**src/rtl/instruction_fetch_unit.sv**
```systemverilog
// Instruction fetch unit: owns the PC, fetches from instruction memory into a
// 2-entry queue tagged with PC, and hands entries to decode over valid/ready.
module instruction_fetch_unit #(
  parameter logic [63:0] RESET_PC  = 64'd0,
  parameter int unsigned MEM_BYTES = 64,
  parameter int unsigned QDEPTH    = 2
) (
  input  logic        clk,
  input  logic        reset,
  output logic [63:0] programCounter,
  input  logic [31:0] CPU_Instruction,
  input  logic        redirect_valid,
  input  logic [63:0] redirect_pc,
  output logic        id_valid,
  input  logic        id_ready,
  output logic [63:0] id_pc,
  output logic [31:0] id_instr,
  output logic        halted,
  output logic        misalign_err
);

  typedef enum logic {
    FETCH  = 1'b0,
    HALTED = 1'b1
  } state_t;

  state_t      state, stateNext;
  logic [63:0] pc;
  logic [63:0] qPc    [QDEPTH];
  logic [31:0] qInstr [QDEPTH];
  logic        head, tail;
  logic [1:0]  count;
  logic        inRange, push, pop;

  assign programCounter = pc;
  assign id_valid       = (count != 2'd0);
  assign id_pc          = qPc[head];
  assign id_instr       = qInstr[head];
  assign halted         = (state == HALTED);

  assign inRange = (pc + 64'd3) < 64'(MEM_BYTES);
  assign pop     = id_valid & id_ready;
  assign push    = (state == FETCH) & inRange & ((count < 2'(QDEPTH)) | pop);

  // A redirect overrides the end-of-memory rule; a misaligned target parks in HALTED.
  always_comb begin
    stateNext = state;
    if (redirect_valid) begin
      stateNext = (redirect_pc[1:0] == 2'b00) ? FETCH : HALTED;
    end else if (state == FETCH && !inRange) begin
      stateNext = HALTED;
    end
  end

  always_ff @(posedge clk or posedge reset) begin
    if (reset) begin
      state <= FETCH;
    end else begin
      state <= stateNext;
    end
  end

  always_ff @(posedge clk or posedge reset) begin
    if (reset) begin
      pc           <= RESET_PC;
      head         <= 1'b0;
      tail         <= 1'b0;
      count        <= 2'd0;
      misalign_err <= 1'b0;
      for (int unsigned i = 0; i < QDEPTH; i++) begin
        qPc[i]    <= '0;
        qInstr[i] <= '0;
      end
    end else if (redirect_valid) begin
      pc           <= redirect_pc;
      head         <= 1'b0;
      tail         <= 1'b0;
      count        <= 2'd0;
      misalign_err <= (redirect_pc[1:0] != 2'b00);
    end else begin
      if (push) begin
        qPc[tail]    <= pc;
        qInstr[tail] <= CPU_Instruction;
        tail         <= ~tail;
        pc           <= pc + 64'd4;
      end
      if (pop) begin
        head <= ~head;
      end
      case ({push, pop})
        2'b10:   count <= count + 2'd1;
        2'b01:   count <= count - 2'd1;
        default: count <= count;
      endcase
    end
  end

endmodule

```
**config.mk**
```make
export PLATFORM = sky130hd
export DESIGN_NAME = instruction_fetch_unit
export DESIGN_NICKNAME = d
export VERILOG_FILES = /design/src/rtl/instruction_fetch_unit.sv
export SDC_FILE = /design/constraint.sdc
export NUM_CORES = 1
export LEC_CHECK = 0
export BUFFER_PORTS_ARGS = -buffer_cell sky130_fd_sc_hd__buf_2
export CAP_MARGIN = 20
export CORE_ASPECT_RATIO = 1.2
export CORE_MARGIN = 8
export CORE_UTILIZATION = 38
export CTS_BUF_LIST = sky130_fd_sc_hd__clkbuf_2 sky130_fd_sc_hd__clkbuf_4 sky130_fd_sc_hd__clkbuf_8
export DETAILED_ROUTE_END_ITERATION = 8
export PLACE_DENSITY = 0.72
export SYNTH_ARGS = -nofsm -noshare
export SYNTH_HDL_FRONTEND = slang
export SYNTH_SLANG_ARGS = --single-unit
```
**constraint.sdc**
```tcl
create_clock -name clk -period 8.2 [get_ports clk]
set_input_delay 1.64 -clock clk [delete_from_list [all_inputs] [get_ports clk]]
set_output_delay 1.64 -clock clk [all_outputs]
set_load 0.05 [all_outputs]
```
==> results.py, run 1 <==
metrics = {
    "cts": {
        "ctsHoldBuffers": 0,
        "clk-insertion-delay-late_ps": 560,
        "cts_made_buffers": 43,
        "clk_path_buf_depth": 3,
        "cts_htree_levels": 2,
        "cts.sinks": 262,
        "clk_pin_slew_worst_paths_ps": 60,
        "cts_setup_buffers": 0,
        "cts_tree": "done",
        "cts_resized": 0,
        "root_buffer": "clkbuf_8",
    },
    "sta": {
        "slew_headroom_pct": 35.1,
        "fin_skew_ps": 25.4,
        "min_period_over_period_pct": 64.1,
        "rsz0062_at_grt": "false",
        "fin_crit_ps": 5250,
        "setup_violations": 0,
        "fin_tns_setup_ps": 0,
        "hold_viol": 0,
        "worst_pin_slew_ps": 974,
        "layout_setup_ws_ps": 2950,
        "slew_viol_final": 0,
        "clock.fmax_ghz": 0.190,
    },
    "power_and_ir_drop": {
        "p_sw_uw": 788,
        "p_clk_share_pct": 40.8,
        "swShare_pct": 27.7,
        "leakage_uw": 0.00839,
        "pwr-share-seq_pct": 48.9,
        "intPower_uw": 2060,
        "ir_drop_uv": 113,
        "power_density_mw_per_mm2": 189,
        "combinationalPowerShare_pct": 10.3,
    },
    "flow_run": {
        "drv_cap": 0,
    },
    "global_route": {
        "grt_max_degree": 145,
        "grt_usage_pct": 18.3,
        "antenna_found_initial": 1,
        "grt_pass1_wl_mm": 57.8,
        "grt_pass1_vias": 10300,
        "globalRouteOverflowTotal": 0,
    },
    "route": {
        "drt_iter0_drc": 669,
        "wl_per_cell_um": 20.3,
        "ant_nets": 0,
        "drc": 0,
        "drtPass1Iterations": 5,
        "vias_per_cell": 5.48,
        "wirelength_mm": 36.6,
        "vias": 9899,
    },
    "floorplanning": {
        "fp.dieH_um": 215,
        "pin_count": 263,
        "die_w_um": 181,
        "start_util_pct": 38.6,
        "die_area_mm2": 0.0389,
        "core-area_mm2": 0.0323,
        "rows": 72,
    },
    "logic_synthesis": {
        "syn-num-nets": 1229,
        "ys.flop_type": "dfrtp_1",
        "async_flop_share_pct": 100,
        "yosys_warnings": 0,
        "ys_seq_area_share_pct": 52.5,
        "ys_seq_elements": 262,
        "synth.distinct_cells": 55,
        "syn_area_per_cell_um2": 11.1,
        "mappedNetlistArea_mm2": 0.0125,
        "synth_edf_count": 0,
        "synthCells": 1128,
    },
    "outcome": {
        "status": "finished, final reports clean",
    },
    "setup_path": {
        "cp-endpoint": "qPc[13]",
        "rrSetupSlack_ps": 2950,
        "rr_worst_depth": 13,
        "setup.worst_path.end_class": "flip-flop",
        "crit_type": "reg -> reg",
        "arrival_ps": 5680,
        "critical_path.startpoint": "programCounter[19]",
        "reg2reg_to": "qPc[13]",
        "crit_fanout": 57,
        "reg2reg_from": "programCounter[19]",
        "crit_path_start_kind": "flip-flop",
        "worst-endpoint-required_ps": 8620,
    },
    "finish": {
        "nFillCells": 3014,
        "fin_nets": 1471,
        "final_cell_mix": "buf_2, dfrtp_1, mux2_2",
        "syn_to_final_growth_pct": 20.5,
        "final_common_cell": "buf_2",
        "utilization_pct": 46.5,
        "drive_gt1_share_pct": 38.4,
    },
    "placed_design": {
        "gp_congestion": 0.950,
        "placement.io_buffers": 262,
        "place_hpwl_mm": 25.1,
        "dp_slack_ps": 2920,
    },
    "worst_hold_path": {
        "hold_class": "reg -> reg",
    },
}
[registers in the layout, summed over array words and instances, names as in the netlist]
name / count
count: 2
tail: 1
programCounter: 64
halted: 1
qInstr: 64
head: 1
qPc: 128
misalign_err: 1
[cells in the mapped netlist, types with 6 or more instances]
library cell,n,area [um^2]
a21o_1,114,856
a21oi_1,9,45.0
and3_1,8,50.1
buf_2,15,75.1
clkbuf_1,57,214
dfrtp_1,262,6560
inv_1,16,60.1
mux2_2,174,1960
mux2i_1,7,70.1
nand2_1,145,544
nand3_1,27,135
nand4_1,43,269
nor2_1,26,97.6
nor3_1,21,105
nor4_1,21,131
o21ai_0,60,300
o31ai_1,14,105
or4_1,6,45.0
xnor2_1,14,123
xor2_1,13,114
[stage by stage]
stage          hold WS [ps]  power [uW]  instances  area [um^2]
2_1_floorplan           444        1590       1128        12500
5_1_grt                 480        2970       1805        15000
4_1_cts                 473        2890       1802        15000
3_5_place_dp            460        1710       1730        14100
6_report                470        2850       1806        15000
3_3_place_gp            453        1700       1730        14100
[cells by family (layout without fill, tap and decap cells)]
logic type	count (synthesis)	in the layout	share of synthesized area, %
simple gates	329	329	13.3
flops	262	262	52.5
compound gates	228	228	12.4
mux	185	185	16.6
buf+inv	96	365	3.15
xor+xnor	27	27	1.89
fa+ha+maj	1	1	0.100
other cells	0	2	0
[layer usage]
| metal | routed length (um) | vias to the layer above | track usage (%) |
|---|---|---|---|
| met5 | 0 | - | 0 |
| met3 | 2410 | 83 | 3.97 |
| li1 | - | 4551 | - |
| met4 | 1350 | 0 | 7.64 |
| met1 | 14900 | 4903 | 22.6 |
| met2 | 17900 | 362 | 30.8 |
[power groups by stage]
stage	sequential (uW)	combinational (uW)	clock (uW)
5_1_grt	1400	318	1260
2_1_floorplan	1480	106	0
3_5_place_dp	1410	294	0
4_1_cts	1390	295	1210
3_3_place_gp	1410	292	0
6_report	1390	294	1160
[cell type report]
| class | instances | area, um^2 | area share, % |
|---|---|---|---|
| clock inverter | 6 | 61.3 | 0.408 |
| timing repair buffer | 277 | 1480 | 9.82 |
| inverter | 16 | 63.8 | 0.424 |
| clock buffer | 66 | 815 | 5.42 |
| multi-input combinational | 770 | 5550 | 36.9 |
| antenna | 2 | 5.00 | 0.0333 |
| tap | 407 | 509 | 3.39 |
| sequential | 262 | 6560 | 43.6 |
[worst min path at each step]
| stage | startpoint | to | slack, ps | cells past startpoint |
|---|---|---|---|---|
| global route | qPc[57] | qPc[57] | 480 | 1 |
| finish | qPc[29] | qPc[29] | 470 | 1 |
| CTS | qPc[29] | qPc[29] | 470 | 1 |
| floorplan | qPc[57] | qPc[57] | 440 | 1 |
| detailed placement | qPc[39] | qPc[39] | 460 | 1 |
| global placement | qPc[36] | qPc[36] | 450 | 1 |
[worst max-delay path, cell delays in order (launching register included)]
cell      delay (ps)
dfrtp_1          560
nand4_1          380
or4_1            650
nor3_1           650
nand2_1          150
o311ai_0         490
nor4_1           130
and3_1           210
nand4_1           80
buf_4            470
buf_4            670
nor2_4            30
buf_4            330
a21o_1           250
Power figures use the tool's default switching activity.
==> inputs of run 2 (changes only) <==
==> constraint.sdc (replaced) <==
create_clock -name clk -period 4.8 [get_ports clk]
set_input_delay 0.96 -clock clk [delete_from_list [all_inputs] [get_ports clk]]
set_output_delay 0.96 -clock clk [all_outputs]
set_load 0.05 [all_outputs]
==> results.py, run 2 (synthesized netlist as in run 1, its figures left out) <==
metrics = {
    "outcome": {
        "status": "finished, final reports clean",
    },
    "route": {
        "drt_iter0_drc": 729,
        "ant_nets": 0,
        "wirelength_mm": 37.2,
        "vias": 9983,
        "drtPass1Iterations": 5,
        "drc": 0,
        "vias_per_cell": 5.48,
        "wl_per_cell_um": 20.4,
    },
    "placed_design": {
        "gp_congestion": 0.943,
        "place_hpwl_mm": 26.0,
        "placement.io_buffers": 262,
        "dp_cells": 1747,
    },
    "setup_path": {
        "worst-endpoint-required_ps": 5220,
        "rr_worst_depth": 13,
        "crit_type": "reg -> reg",
        "reg2reg_from": "programCounter[2]",
        "rrSetupSlack_ps": 450,
        "crit_fanout": 26,
        "reg2reg_to": "programCounter[19]",
        "arrival_ps": 4780,
        "critical_path.startpoint": "programCounter[2]",
        "crit_path_start_kind": "flip-flop",
        "setup.worst_path.end_class": "flip-flop",
    },
    "floorplanning": {
        "rows": 72,
        "pin_count": 263,
        "fp.dieH_um": 215,
        "core-area_mm2": 0.0323,
        "start_util_pct": 38.6,
        "die_w_um": 181,
        "die_area_mm2": 0.0389,
    },
    "sta": {
        "fin_skew_ps": 25.2,
        "fin_crit_ps": 4350,
        "slew_headroom_pct": 22.4,
        "fin_tns_setup_ps": 0,
        "worst_pin_slew_ps": 1160,
        "hold_viol": 0,
        "clock.fmax_ghz": 0.230,
        "slew_viol_final": 0,
        "rsz0062_at_grt": "false",
        "min_period_over_period_pct": 90.7,
        "setup_violations": 0,
    },
    "global_route": {
        "grt_pass1_wl_mm": 58.8,
        "grt_usage_pct": 18.6,
        "grt_max_degree": 182,
        "grt_pass1_vias": 10300,
        "globalRouteOverflowTotal": 0,
        "antenna_found_initial": 1,
    },
    "cts": {
        "cts_resized": 0,
        "cts_htree_levels": 2,
        "ctsHoldBuffers": 0,
        "clk_pin_slew_worst_paths_ps": 70,
        "root_buffer": "clkbuf_8",
        "cts_setup_buffers": 0,
        "cts_made_buffers": 44,
        "cts_tree": "done",
        "clk_path_buf_depth": 3,
        "clk-insertion-delay-late_ps": 570,
        "cts.sinks": 262,
    },
    "flow_run": {
        "drv_cap": 0,
    },
    "power_and_ir_drop": {
        "p_total_uw": 4870,
        "leakage_uw": 0.00849,
        "ir_drop_uv": 212,
        "power_density_mw_per_mm2": 320,
    },
    "finish": {
        "final_cell_mix": "buf_2, dfrtp_1, mux2_2",
        "utilization_pct": 47.0,
        "drive_gt1_share_pct": 39.2,
        "syn_to_final_growth_pct": 21.8,
        "final_common_cell": "buf_2",
        "fin_nets": 1488,
        "largest-register": "qPc",
        "finalNonFillerCells": 1823,
        "largest_reg_flops": 128,
    },
    "worst_hold_path": {
        "hold_class": "in -> async",
    },
}
==> run 2: cell count changes in the layout (fill, tap and decap cells not counted), moves of 2 or more <==
cell        before  now
buf_4           12   24
clkbuf_8        51   54
buf_12           1    6
clkinv_2         3    5
clkbuf_4        15    9
clkinvlp_4       2    4
==> run 2: per-stage QoR <==
step           hold slack [ps]  setup slack [ps]  instance area, um^2
2_1_floorplan              444               384                12500
3_3_place_gp               453               473                14300
3_5_place_dp               460               476                14300
4_1_cts                    473               443                15200
5_1_grt                    393              38.0                15200
6_report                   414               445                15200
==> run 2: where the power goes <==
| part | total, uW | switching, uW | internal (uW) |
|---|---|---|---|
| Combinational | 521 | 384 | 137 |
| Sequential | 2370 | 107 | 2260 |
| Clock | 1980 | 892 | 1090 |
==> run 2: worst max path at each step <==
stage / to / slack, ps / cells past startpoint
after floorplan: count[0] / 380 / 1
after global placement: programCounter[17] / 470 / 12
after detailed placement: programCounter[17] / 480 / 12
after CTS: programCounter[19] / 440 / 13
after global routing: programCounter[21] / 40 / 12
final: programCounter[19] / 450 / 13
==> run 2: routing by layer <==
layer	GRT usage, %	part of all wire (%)	routed length, um	up-vias
met4	7.36	3.3	1230	0
met1	22.7	41	15400	4963
met2	31.6	50	18400	330
met5	0	0	0	-
met3	4.19	5.7	2120	80
li1	-	-	-	4610
==> run 2: layout make-up <==
class	instances	area, um^2
multi-input cells	770	5550
clock buffers	63	811
repair buffers	293	1640
clock inverters	11	76.3
diodes	1	2.50
flip-flops and latches	262	6560
well taps	407	509
fillers	3059	17100
inverters	16	63.8
==> run 2: worst max-delay path, cell delays in order, from the launching register on <==
cell	delay (ps)
dfrtp_1	520
ha_1	410
o2111ai_1	370
nor3_1	310
buf_4	180
and2_1	240
nand4_1	160
mux2_2	280
nand4_1	210
or4_1	680
nor3_4	230
buf_4	200
buf_4	270
o21ai_0	150
